**src/rtl/pkg_testbench_defs.sv**
```systemverilog
// Shared definitions for the ALU monitor: opcode encodings, the pending-entry
// layout, default sizes and the reference model of the ALU under observation.
package pkg_testbench_defs;

  localparam int DATA_W_DEF = 8;
  localparam int DEPTH_DEF  = 4;
  // Widest operand the reference model supports; the monitor's DATA_W must not exceed it.
  localparam int MAX_W      = 32;

  typedef enum logic [2:0] {
    ALU_ADD = 3'd0,
    ALU_SUB = 3'd1,
    ALU_AND = 3'd2,
    ALU_OR  = 3'd3,
    ALU_XOR = 3'd4,
    ALU_MUL = 3'd5,
    ALU_SHL = 3'd6,
    ALU_SHR = 3'd7
  } alu_op_t;

  // One pending request at the default operand width.
  typedef struct packed {
    alu_op_t               op;
    logic [DATA_W_DEF-1:0] a;
    logic [DATA_W_DEF-1:0] b;
  } mon_entry_t;

  // Reference result in 2*w bits. Operands arrive zero-extended to MAX_W, the
  // arithmetic is done in 2*MAX_W bits and the result is masked down to 2*w,
  // which gives the modulo-2^(2w) behaviour required for SUB.
  function automatic logic [2*MAX_W-1:0] alu_ref(input alu_op_t op,
                                                 input logic [MAX_W-1:0] a,
                                                 input logic [MAX_W-1:0] b,
                                                 input int unsigned w);
    logic [2*MAX_W-1:0] ax;
    logic [2*MAX_W-1:0] bx;
    logic [2*MAX_W-1:0] r;
    logic [2*MAX_W-1:0] mask;
    ax = {{MAX_W{1'b0}}, a};
    bx = {{MAX_W{1'b0}}, b};
    case (op)
      ALU_ADD: r = ax + bx;
      ALU_SUB: r = ax - bx;
      ALU_AND: r = ax & bx;
      ALU_OR:  r = ax | bx;
      ALU_XOR: r = ax ^ bx;
      ALU_MUL: r = ax * bx;
      ALU_SHL: r = ax << b[2:0];
      ALU_SHR: r = ax >> b[2:0];
      default: r = '0;
    endcase
    if (w >= MAX_W) mask = '1;
    else            mask = ({{(2*MAX_W-1){1'b0}}, 1'b1} << (2*w)) - 1'b1;
    return r & mask;
  endfunction

endpackage

```
**src/rtl/alu_mon_fifo.sv**
```systemverilog
// In-order pending-request FIFO. Pointers wrap modulo DEPTH; a count one bit
// wider than the pointers separates full from empty. A pop is honoured only
// when an entry existed at the start of the cycle, so a push into an empty
// FIFO is never bypassed to the read side.
module alu_mon_fifo #(
  parameter int W     = 19,
  parameter int DEPTH = 4
) (
  input  logic         clock,
  input  logic         reset,
  input  logic         i_push,
  input  logic         i_pop,
  input  logic [W-1:0] i_wdata,
  output logic [W-1:0] o_rdata,
  output logic         o_empty,
  output logic         o_full,
  output logic         o_overflow
);

  localparam int AW = $clog2(DEPTH);

  logic [W-1:0]  r_mem [DEPTH];
  logic [AW-1:0] r_wr_ptr;
  logic [AW-1:0] r_rd_ptr;
  logic [AW:0]   r_count;

  logic w_pop;
  logic w_push;

  assign o_empty    = (r_count == '0);
  assign o_full     = (r_count == (AW+1)'(DEPTH));
  assign w_pop      = i_pop & ~o_empty;
  // A full FIFO still takes a push when the same cycle frees a slot.
  assign w_push     = i_push & (~o_full | w_pop);
  assign o_overflow = i_push & o_full & ~w_pop;
  assign o_rdata    = r_mem[r_rd_ptr];

  // Storage array: data only, no reset needed.
  always_ff @(posedge clock) begin
    if (w_push) r_mem[r_wr_ptr] <= i_wdata;
  end

  // Pointer and occupancy bookkeeping.
  always_ff @(posedge clock) begin
    if (reset) begin
      r_wr_ptr <= '0;
      r_rd_ptr <= '0;
      r_count  <= '0;
    end else begin
      if (w_push) r_wr_ptr <= r_wr_ptr + AW'(1);
      if (w_pop)  r_rd_ptr <= r_rd_ptr + AW'(1);
      case ({w_push, w_pop})
        2'b10:   r_count <= r_count + (AW+1)'(1);
        2'b01:   r_count <= r_count - (AW+1)'(1);
        default: r_count <= r_count;
      endcase
    end
  end

endmodule

```
**src/rtl/alu_monitor.sv**
```systemverilog
// Passive scoreboard for a request/response ALU: queues accepted requests,
// pairs each response with the oldest pending request, compares against the
// reference model and reports the checked transaction one cycle later.
module alu_monitor
  import pkg_testbench_defs::*;
#(
  parameter int DATA_W = DATA_W_DEF,
  parameter int DEPTH  = DEPTH_DEF
) (
  input  logic                clock,
  input  logic                reset,
  input  logic                req_valid,
  input  logic                req_ready,
  input  logic [2:0]          req_op,
  input  logic [DATA_W-1:0]   req_a,
  input  logic [DATA_W-1:0]   req_b,
  input  logic                rsp_valid,
  input  logic [2*DATA_W-1:0] rsp_result,
  output logic                mon_valid,
  output logic [2:0]          mon_op,
  output logic [DATA_W-1:0]   mon_a,
  output logic [DATA_W-1:0]   mon_b,
  output logic [2*DATA_W-1:0] mon_result,
  output logic [2*DATA_W-1:0] mon_expected,
  output logic                mon_match,
  output logic [15:0]         pass_count,
  output logic [15:0]         fail_count,
  output logic                err_overflow,
  output logic                err_unexpected
);

  localparam int EW = 3 + 2*DATA_W;

  function automatic logic [15:0] sat_inc(input logic [15:0] v);
    return (v == 16'hFFFF) ? v : v + 16'd1;
  endfunction

  logic                w_push;
  logic                w_pop;
  logic                w_unexp;
  logic                w_empty;
  logic                w_full;
  logic                w_overflow;
  logic [EW-1:0]       w_rdata;
  logic [2:0]          w_head_op;
  logic [DATA_W-1:0]   w_head_a;
  logic [DATA_W-1:0]   w_head_b;
  logic [2*DATA_W-1:0] w_expected;
  logic                w_match;

  logic                r_mon_valid;
  logic [2:0]          r_mon_op;
  logic [DATA_W-1:0]   r_mon_a;
  logic [DATA_W-1:0]   r_mon_b;
  logic [2*DATA_W-1:0] r_mon_result;
  logic [2*DATA_W-1:0] r_mon_expected;
  logic                r_mon_match;
  logic [15:0]         r_pass_count;
  logic [15:0]         r_fail_count;
  logic                r_err_overflow;
  logic                r_err_unexpected;

  assign w_push  = req_valid & req_ready;
  // Emptiness is judged at the start of the cycle, so a same-cycle push cannot satisfy a response.
  assign w_pop   = rsp_valid & ~w_empty;
  assign w_unexp = rsp_valid & w_empty;

  alu_mon_fifo #(
    .W     (EW),
    .DEPTH (DEPTH)
  ) u_fifo (
    .clock      (clock),
    .reset      (reset),
    .i_push     (w_push),
    .i_pop      (rsp_valid),
    .i_wdata    ({req_op, req_a, req_b}),
    .o_rdata    (w_rdata),
    .o_empty    (w_empty),
    .o_full     (w_full),
    .o_overflow (w_overflow)
  );

  assign w_head_op  = w_rdata[EW-1 -: 3];
  assign w_head_a   = w_rdata[2*DATA_W-1 -: DATA_W];
  assign w_head_b   = w_rdata[DATA_W-1:0];
  assign w_expected = (2*DATA_W)'(alu_ref(alu_op_t'(w_head_op), MAX_W'(w_head_a),
                                          MAX_W'(w_head_b), DATA_W));
  assign w_match    = (rsp_result == w_expected);

  // Capture the checked transaction, tally the verdict and latch sticky errors.
  always_ff @(posedge clock) begin
    if (reset) begin
      r_mon_valid      <= 1'b0;
      r_mon_op         <= '0;
      r_mon_a          <= '0;
      r_mon_b          <= '0;
      r_mon_result     <= '0;
      r_mon_expected   <= '0;
      r_mon_match      <= 1'b0;
      r_pass_count     <= '0;
      r_fail_count     <= '0;
      r_err_overflow   <= 1'b0;
      r_err_unexpected <= 1'b0;
    end else begin
      r_mon_valid <= w_pop;
      if (w_pop) begin
        r_mon_op       <= w_head_op;
        r_mon_a        <= w_head_a;
        r_mon_b        <= w_head_b;
        r_mon_result   <= rsp_result;
        r_mon_expected <= w_expected;
        r_mon_match    <= w_match;
        if (w_match) r_pass_count <= sat_inc(r_pass_count);
        else         r_fail_count <= sat_inc(r_fail_count);
      end
      if (w_overflow) r_err_overflow   <= 1'b1;
      if (w_unexp)    r_err_unexpected <= 1'b1;
    end
  end

  assign mon_valid      = r_mon_valid;
  assign mon_op         = r_mon_op;
  assign mon_a          = r_mon_a;
  assign mon_b          = r_mon_b;
  assign mon_result     = r_mon_result;
  assign mon_expected   = r_mon_expected;
  assign mon_match      = r_mon_match;
  assign pass_count     = r_pass_count;
  assign fail_count     = r_fail_count;
  assign err_overflow   = r_err_overflow;
  assign err_unexpected = r_err_unexpected;

  // The full flag is only consumed inside the FIFO's overflow logic.
  logic w_unused;
  assign w_unused = w_full;

endmodule

```
**config.mk**
```make
export PLATFORM = sky130hd
export DESIGN_NAME = alu_monitor
export DESIGN_NICKNAME = d
export VERILOG_FILES = /design/src/rtl/pkg_testbench_defs.sv /design/src/rtl/alu_mon_fifo.sv /design/src/rtl/alu_monitor.sv
export SDC_FILE = /design/constraint.sdc
export NUM_CORES = 1
export LEC_CHECK = 0
export BUFFER_PORTS_ARGS = -buffer_cell sky130_fd_sc_hd__buf_2
export CAP_MARGIN = 20
export CORE_MARGIN = 2
export CORE_UTILIZATION = 47
export CTS_CLUSTER_DIAMETER = 200
export DETAILED_ROUTE_END_ITERATION = 10
export PLACE_DENSITY = 0.69
export SYNTH_ARGS = -nofsm -noshare
export SYNTH_HDL_FRONTEND = slang
export SYNTH_HIERARCHICAL = 1
export SYNTH_SLANG_ARGS = --single-unit
export TNS_END_PERCENT = 20
```
**constraint.sdc**
```tcl
create_clock -name clock -period 8.86 [get_ports clock]
set_input_delay 1.772 -clock clock [delete_from_list [all_inputs] [get_ports clock]]
set_output_delay 1.772 -clock clock [all_outputs]
set_load 0.03 [all_outputs]
```
Word level (Yosys, flattened, before mapping)
Memory sizes are Yosys's and may differ from the RTL's. A register that Yosys moved wholly into a read port is not among the register bits.
Cells that the tools add are included.
Word-level totals
  RAM bits: 76
  output and inout bits: 87
  register bits: 94
  logic and storage cells: 66
  memories kept: 1
  input port bits: 40
Operators by class
  eq/ne operators: 13
  bitwise logic cells: 16
  multiplexer cells: 6
  shift operators: 2
  reductions and logical operators: 5
  multipliers: 1
  add/subtract/negate cells: 8
Memories
  u_fifo.r_mem: words 4, bits a word 19, read ports 1, clocked after Yosys merged registers in 1, wr ports 1, line alu_mon_fifo.sv:22  | logic [W-1:0] r_mem [DEPTH];
Operator list (number)
  $pmux 16 s8: 1
  $add 16x1->16 const B: 2
  $eq 16x16->1 const B: 2
  $eq 16x16->1: 1
  $mul 8x8->16: 1
  $shl 8x3->16: 1
  $shr 8x3->16: 1
  $eq 3x3->1 const B: 5
  $add 8x8->9: 1
  $sub 8x8->9: 1
  $and 8x8->8: 1
  $or 8x8->8: 1
  $xor 8x8->8: 1
  $and 1x1->1: 6
  $eq 3x2->1 const B: 2
  $logic_not 3->1: 2
  $not 1->1: 6
  $pmux 3 s2: 1
  $reduce_and 3->1: 2
  $add 2x1->2 const B: 2
  $mux 2: 2
  $add 3x1->3 const B: 1
  $eq 3x1->1 const B: 1
  $sub 3x1->3 const B: 1
  other kinds (5): 6

Depth between registers and ports, before layout
Gate-level depths: netlist (run 1).
  depth in word-level cells: 7
  mapped depth: 27
  gate-level depth less buffers: 22

By module
Netlist (run 1), hierarchy kept.
Modules (own cells, without submodules)
  alu_monitor: area an instance 7797.5 µm², instances 1, sequential area each 1741.7 µm², cells each 1001
  alu_mon_fifo: area an instance 3254.4 µm², instances 1, sequential area each 2462.4 µm², cells each 154

Worst setup path after synthesis (run 1)
OpenSTA, ideal clock, no wires.
  path type: register to register
  from: register (tool-made name)
  to: register r_pass_count[3], in the netlist pass_count[3]
  clock period less this slack: 6814 ps
  required time: 8790 ps
  arrival time: 6744 ps
  path slack: 2046 ps
  stages on the path, launching flop included: 25
  path buffers: 4
  setup time: 70 ps
  cells stage by stage: dfxtp_1 -> buf_6 -> buf_6 -> mux4_2 -> clkbuf_1 -> inv_1 -> nor2_1 -> fa_1 -> fa_1 -> fa_1 -> inv_1 -> fa_1 -> inv_1 -> ha_1 -> a211oi_1 -> o21bai_1 -> o21ai_0 -> nand3_1 -> nor4b_1 -> a2111o_1 -> or3b_1 -> or4_1 -> buf_2 -> or4_1 -> a21oi_1
RTL lines
  end signal: assignment: line alu_monitor.sv:113  | if (w_match) r_pass_count <= sat_inc(r_pass_count);
  end: declaration: line alu_monitor.sv:58  | logic [15:0] r_pass_count;

==> results.json, run 1 <==
{
  "clk_latency_ns": 0.43,
  "worstHoldPathCells": 2,
  "syn_nets": 1301,
  "io_pins": 127,
  "grt-ovfl-total": 0,
  "cts_setup_buffers": 0,
  "die_w_um": 157,
  "rsz0062_at_grt": "no",
  "ant_nets": 0,
  "status": "finished clean",
  "netlist_area_sq_um": 11000,
  "post_cts_resized": 0,
  "cp-end-kind": "register",
  "tightest_slew_ns": 1.06,
  "hold_end": "mon_result[11]",
  "routed_wl_um": 29800,
  "slowest_stage": "or4_1",
  "n_antenna_cell": 0,
  "hpwl_um": 21900,
  "drt-initial-drc-count": 723,
  "hold_viol": 0,
  "critical_path_buf_inv_count": 4,
  "tritoncts": "yes",
  "fin_skew_ns": 0.0166,
  "drive_gt1_share_pct": 17.6,
  "fin_tns_setup_ns": 0,
  "drv_cap": 0,
  "critPathKind": "register to register",
  "post-route-period-util_pct": 91.6,
  "required_ns": 9.21,
  "syn_avg_cell_area_sq_um": 9.57,
  "layout_commonest_cell": "buf_2",
  "hp-class": "register to register",
  "start_kind": "register",
  "holdBufCountCts": 0,
  "cts_buffers": 17,
  "antenna_found_initial": 0,
  "most-common-layout-cells": "buf_2, nand2_1, a21oi_1",
  "drc": 0,
  "initial_core_util_pct": 47.5,
  "area_growth_pct": 13.1,
  "crit_family": "simple AND/OR/NAND/NOR gates",
  "vias_per_cell": 5.73,
  "std_cell_rows": 56,
  "fin_crit_ns": 8.12,
  "r2r_end": "pass_count[13]",
  "drtPass1Iterations": 5,
  "path_max_fanout": 27,
  "max_stage_delay_ns": 0.94,
  "grt_pass1_vias": 8615,
  "dieArea_sq_um": 24700,
  "slew_violations": 0,
  "grt_pass1_wl_um": 46900,
  "setup_viol": 0,
  "slew_headroom_pct": 29.1,
  "grt_max_degree": 102,
  "clk_path_buf_depth": 2,
  "io_buffers": 126,
  "routedWlPerCell_um": 18.9,
  "num-nets-final": 1392,
  "cts.sinks": 172,
  "cts.reportedPaths.clkPinSlew_ns": 0.07,
  "grt_use_total_pct": 24.3,
  "via_count": 9031,
  "hp-start": "mon_result[11]",
  "r2r_cells": 21,
  "gp_congestion": 0.929,
  "core-area_sq_um": 23300,
  "synth_warnings": 6,
  "die_h_um": 157,
  "max_freq_mhz": 123,
  "crit_arrival_ns": 8.47,
  "htree_levels": 4,
  "reg2reg_slack_ns": 0.74,
  "syn_inst": 1154,
  "ctsRootBufferMaster": "clkbuf_16",
  "cp_cell_sequence": "buf_4 -> mux4_2 -> inv_1 -> nor2_1 -> fa_1 -> fa_1 -> ha_1 -> inv_1 -> fa_1 -> inv_1 -> ha_1 -> a211oi_1 -> nor3_1 -> or3_1 -> nand3_1 -> o221ai_1 -> a2111oi_0 -> nand4b_1 -> or4_1 -> or4_1 -> a21oi_1"
}
## metal layers
layer	global-route usage (%)	vias to the layer above	part of all wire [%]
met1	33.3	4359	44
met2	39.4	312	47
met5	0	-	0
li1	-	4310	-
met3	4.19	50	5.9
met4	7.71	0	2.5
## how the worst max path moves through the flow
stage | from | endpoint | slack (ns) | cells past startpoint
after floorplan | register | pass_count[3] | 2.05 | 24
after global placement | register | pass_count[3] | 0.96 | 21
after detailed placement | register | pass_count[5] | 0.90 | 21
after CTS | register | pass_count[13] | 0.79 | 21
after global routing | register | pass_count[6] | 0.40 | 21
final | register | pass_count[13] | 0.74 | 21
## state kept, by name, indices dropped and copies added, names as in the netlist, named ones only
signal           flops
err_unexpected       1
u_fifo/r_rd_ptr      2
u_fifo/r_mem        76
mon_valid            1
u_fifo/r_wr_ptr      2
fail_count          16
pass_count          16
u_fifo/r_count       3
mon_op               3
mon_expected        16
mon_b                8
err_overflow         1
mon_a                8
mon_match            1
mon_result          16
## worst min-delay path, stage by stage, from the launching register on
cell and delay, ns:
dfxtp_1 0.30, nand2_1 0.05, a21oi_1 0.05
## stage by stage
step                utilization, %  hold WS (ns)  cells  cell area [sq um]  setup WS [ns]
floorplan                        -         0.459   1154              11000           2.05
global placement              51.1         0.438   1545              11900          0.959
detailed placement            51.1         0.444   1545              11900          0.896
CTS                           53.7         0.453   1577              12500          0.790
global route                  53.7         0.471   1577              12500          0.397
finish                        53.7         0.449   1577              12500          0.741
## area by class of cell
| cell class | instances | area [sq um] |
|---|---|---|
| well taps | 319 | 399 |
| clock inverters | 15 | 189 |
| fillers | 2124 | 10800 |
| multi-input cells | 823 | 6210 |
| flip-flops and latches | 172 | 4200 |
| inverters | 96 | 360 |
| clock buffers | 17 | 425 |
| repair buffers | 135 | 701 |
Power of run 1 is left out: the tool's default activity adds up to more than one toggle a clock period on the data nets, which glitch-free logic cannot reach.
==> inputs of run 2 (changes only) <==
--- a/config.mk
+++ b/config.mk
@@ -5,13 +5,15 @@
 export SDC_FILE = /design/constraint.sdc
 export NUM_CORES = 1
 export LEC_CHECK = 0
-export BUFFER_PORTS_ARGS = -buffer_cell sky130_fd_sc_hd__buf_2
 export CAP_MARGIN = 20
 export CORE_MARGIN = 2
 export CORE_UTILIZATION = 47
+export CTS_BUF_LIST = sky130_fd_sc_hd__clkbuf_4
 export CTS_CLUSTER_DIAMETER = 200
 export DETAILED_ROUTE_END_ITERATION = 10
-export PLACE_DENSITY = 0.69
+export DONT_BUFFER_PORTS = 1
+export GPL_TIMING_DRIVEN = 0
+export PLACE_DENSITY = 0.65
 export SYNTH_ARGS = -nofsm -noshare
 export SYNTH_HDL_FRONTEND = slang
 export SYNTH_HIERARCHICAL = 1
==> results.json, run 2 (synthesis results as in run 1) <==
{
  "status": "finished clean",
  "slew_headroom_pct": 33.6,
  "grt_max_degree": 20,
  "hold_viol": 0,
  "vias_per_cell": 5.90,
  "drt-initial-drc-count": 739,
  "post_cts_resized": 0,
  "max_freq_mhz": 122,
  "cp-end-kind": "register",
  "cts.sinks": 172,
  "cts_buffers": 17,
  "hp-class": "register to register",
  "tritoncts": "yes",
  "grt-ovfl-total": 0,
  "worstHoldPathCells": 2,
  "top_register": "u_fifo/r_mem",
  "via_count": 8896,
  "most-common-layout-cells": "nand2_1, a21oi_1, nor2_1",
  "hp-start": "u_fifo/r_rd_ptr[1]",
  "area_growth_pct": 6.55,
  "largest_reg_flops": 76,
  "final_util_pct": 50.6,
  "clk_latency_ns": 0.57,
  "ctsRootBufferMaster": "clkbuf_4",
  "drc": 0,
  "grt_pass1_wl_um": 47200,
  "slew_violations": 0,
  "drv_cap": 0,
  "grt_use_total_pct": 25.0,
  "routedWlPerCell_um": 20.5,
  "clk_path_buf_depth": 2,
  "std_cell_rows": 56,
  "cts.reportedPaths.clkPinSlew_ns": 0.17,
  "critPathKind": "register to register",
  "crit_arrival_ns": 8.67,
  "fin_tns_setup_ns": 0,
  "core-area_sq_um": 23300,
  "holdBufCountCts": 0,
  "tightest_slew_ns": 0.996,
  "ant_nets": 0,
  "dieArea_sq_um": 24700,
  "die_h_um": 157,
  "gp_congestion": 0.999,
  "required_ns": 9.32,
  "setup_viol": 0,
  "num-nets-final": 1321,
  "die_w_um": 157,
  "io_pins": 127,
  "layout_commonest_cell": "nand2_1",
  "cts_setup_buffers": 0,
  "post-route-period-util_pct": 92.7,
  "reg2reg_slack_ns": 0.65,
  "fin_skew_ns": 0.0373,
  "hpwl_um": 23900,
  "grt_pass1_vias": 8485,
  "rsz0062_at_grt": "no",
  "initial_core_util_pct": 47.5,
  "start_kind": "register",
  "r2r_cells": 26,
  "drtPass1Iterations": 5,
  "drive_gt1_share_pct": 8.42,
  "routed_wl_um": 30800,
  "fin_crit_ns": 8.21,
  "htree_levels": 4,
  "io_buffers": 0,
  "antenna_found_initial": 1,
  "path_max_fanout": 10
}
==> run 2: changes by cell type in the layout (fill, tap and decap cells not counted), sizes merged <==
cell,previous run,this run
diode,0,1
buf,135,20
clkbuf,17,61
==> run 2: critical path, cell delays in order (launching register included) <==
cell	delay (ns)
dfxtp_1	0.34
clkbuf_2	0.27
buf_2	0.33
mux4_2	0.30
clkbuf_1	0.32
buf_2	0.33
buf_1	0.54
nand2_1	0.15
fa_1	0.51
inv_1	0.04
ha_1	0.26
inv_1	0.05
fa_1	0.55
inv_1	0.08
fa_1	0.46
a211oi_1	0.55
nor3_1	0.21
or3_1	0.38
nand3_1	0.15
o221ai_1	0.13
a2111oi_0	0.44
nand4b_1	0.30
or4_1	0.53
buf_2	0.20
clkbuf_1	0.29
nor4_1	0.34
nor3_1	0.07
==> run 2: worst paths after layout <==
| check | to |
|---|---|
| max | pass_count[14] |
| min | u_fifo/r_rd_ptr[1] |
| max reg2reg | pass_count[14] |
| min reg2reg | u_fifo/r_rd_ptr[1] |
==> run 2: area by class of cell <==
class / count / area, sq um
fill: 2205 / 11500
inverter: 96 / 360
sequential: 172 / 4200
clock buffer: 17 / 128
multi-input combinational: 823 / 6200
timing repair buffer: 1 / 5.00
tap: 319 / 399
clock inverter: 15 / 189
antenna: 1 / 2.50
buffer: 63 / 284
==> run 2: routing by layer <==
layer  up-vias  share of wire, %  global-route usage [%]
met5         -                 0                       0
met4         0               3.1                    9.31
met3        60               8.1                    5.26
met2       358                45                    38.9
met1      4314                43                    34.4
li1       4164                 -                       -
==> run 2: per-stage QoR <==
step / instances / worst slack [ns] / cell area, sq um / hold slack (ns)
3_5_place_dp: 1473 / 0.486 / 11400 / 0.491
6_report: 1507 / 0.647 / 11800 / 0.506
3_3_place_gp: 1473 / 0.528 / 11400 / 0.480
4_1_cts: 1505 / 0.425 / 11800 / 0.511
2_1_floorplan: 1154 / 2.05 / 11000 / 0.459
5_1_grt: 1507 / 0.0954 / 11800 / 0.535
Power of run 2 is left out for the same reason.
==> inputs of run 3 (changes only) <==
--- a/config.mk
+++ b/config.mk
@@ -5,6 +5,7 @@
 export SDC_FILE = /design/constraint.sdc
 export NUM_CORES = 1
 export LEC_CHECK = 0
+export ABC_AREA = 1
 export CAP_MARGIN = 20
 export CORE_MARGIN = 2
 export CORE_UTILIZATION = 47
@@ -12,7 +13,6 @@
 export CTS_CLUSTER_DIAMETER = 200
 export DETAILED_ROUTE_END_ITERATION = 10
 export DONT_BUFFER_PORTS = 1
-export GPL_TIMING_DRIVEN = 0
 export PLACE_DENSITY = 0.65
 export SYNTH_ARGS = -nofsm -noshare
 export SYNTH_HDL_FRONTEND = slang
==> results.json, run 3 <==
{
  "status": "finished clean",
  "drv_cap": 0,
  "area_growth_pct": 4.15,
  "drtPass1Iterations": 8,
  "path_max_fanout": 38,
  "fin_area_sq_um": 12300,
  "synth_warnings": 6,
  "cts_setup_buffers": 0,
  "num-nets-final": 1723,
  "syn_inst": 1608,
  "fin_tns_setup_ns": 0,
  "gp_congestion": 0.973,
  "clk_latency_ns": 0.60,
  "max_freq_mhz": 139,
  "slowest_stage": "o22ai_1",
  "hpwl_um": 23100,
  "cp-end-kind": "register",
  "crit_family": "adder cells",
  "grt_use_total_pct": 23.7,
  "hp-class": "register to register",
  "die_h_um": 162,
  "hold_viol": 0,
  "rsz0062_at_grt": "no",
  "post-route-period-util_pct": 80.9,
  "routed_wl_um": 31100,
  "htree_levels": 4,
  "critPathKind": "register to register",
  "drc": 0,
  "dieArea_sq_um": 26400,
  "most-common-layout-cells": "nand2_1, inv_1, nor2_1",
  "io_buffers": 0,
  "syn_avg_cell_area_sq_um": 7.34,
  "io_pins": 127,
  "antenna_found_initial": 2,
  "tightest_slew_ns": 1.03,
  "grt_max_degree": 99,
  "drt-initial-drc-count": 808,
  "grt-busiest-layer": "met2",
  "post_cts_resized": 0,
  "use_met2_pct": 38.4,
  "clk_path_buf_depth": 2,
  "via_count": 10140,
  "netlist_area_sq_um": 11800,
  "cts.sinks": 172,
  "holdBufCountCts": 0,
  "crit_arrival_ns": 7.66,
  "grt_pass1_wl_um": 49200,
  "tritoncts": "yes",
  "max_stage_delay_ns": 0.66,
  "fin_skew_ns": 0.0365,
  "core-area_sq_um": 24500,
  "syn_nets": 1755,
  "hp-start": "u_fifo/r_rd_ptr[1]",
  "slew_headroom_pct": 31.0,
  "use_met1_pct": 30.8,
  "top_register": "u_fifo/r_mem",
  "ant_nets": 0,
  "grt-ovfl-total": 0,
  "layout_commonest_cell": "nand2_1",
  "routedWlPerCell_um": 16.2,
  "required_ns": 9.35,
  "vias_per_cell": 5.30,
  "fin_crit_ns": 7.17,
  "critical_path_buf_inv_count": 4,
  "start_kind": "register",
  "largest_reg_flops": 76,
  "grt_pass1_vias": 9343,
  "grt.met3_usage_pct": 6.44,
  "die_w_um": 162,
  "cts.reportedPaths.clkPinSlew_ns": 0.19,
  "setup_viol": 0,
  "std_cell_rows": 57,
  "slew_violations": 0,
  "drive_gt1_share_pct": 5.16,
  "ctsRootBufferMaster": "clkbuf_4",
  "placed_area_sq_um": 11900,
  "cpMostUsedCell": "nand2_1",
  "initial_core_util_pct": 48.2,
  "cts_buffers": 17
}
-- run 3: area by class of cell --
| class | count | area, sq um |
|---|---|---|
| Fill cell | 2394 | 12200 |
| Multi-Input combinational cell | 1077 | 6120 |
| Sequential cell | 172 | 4200 |
| Inverter | 289 | 1080 |
| Tap cell | 324 | 405 |
| Clock inverter | 15 | 194 |
| Timing Repair Buffer | 19 | 150 |
| Clock buffer | 17 | 128 |
| Antenna cell | 2 | 5.00 |
-- run 3: stage by stage --
stage               setup slack (ns)  hold WS, ns  utilization, %  std cells
floorplan                       3.39        0.459               -       1608
global placement                1.59        0.501            48.8       1879
detailed placement              1.44        0.503            48.8       1879
CTS                             1.42        0.517            50.1       1911
global route                    1.08        0.528            50.2       1915
finish                          1.69        0.485            50.2       1915
-- run 3: worst paths after layout --
path | end | slack (ns) | cells past startpoint
worst max-delay path | fail_count[1] | 1.69 | 29
worst min-delay path | register | 0.49 | 2
worst max register to register | fail_count[1] | 1.69 | 29
worst min register to register | register | 0.49 | 2
-- run 3: worst min-delay path: stages (launching register included) --
cell	delay, ns
dfxtp_1	0.36
nand2_1	0.06
a21oi_1	0.07
-- run 3: layer usage --
layer	vias to the layer above	wire, um
met5	-	0
met4	0	706
met3	42	2620
met2	372	14300
met1	4651	13500
li1	5075	-
Power of run 3 is left out for the same reason.
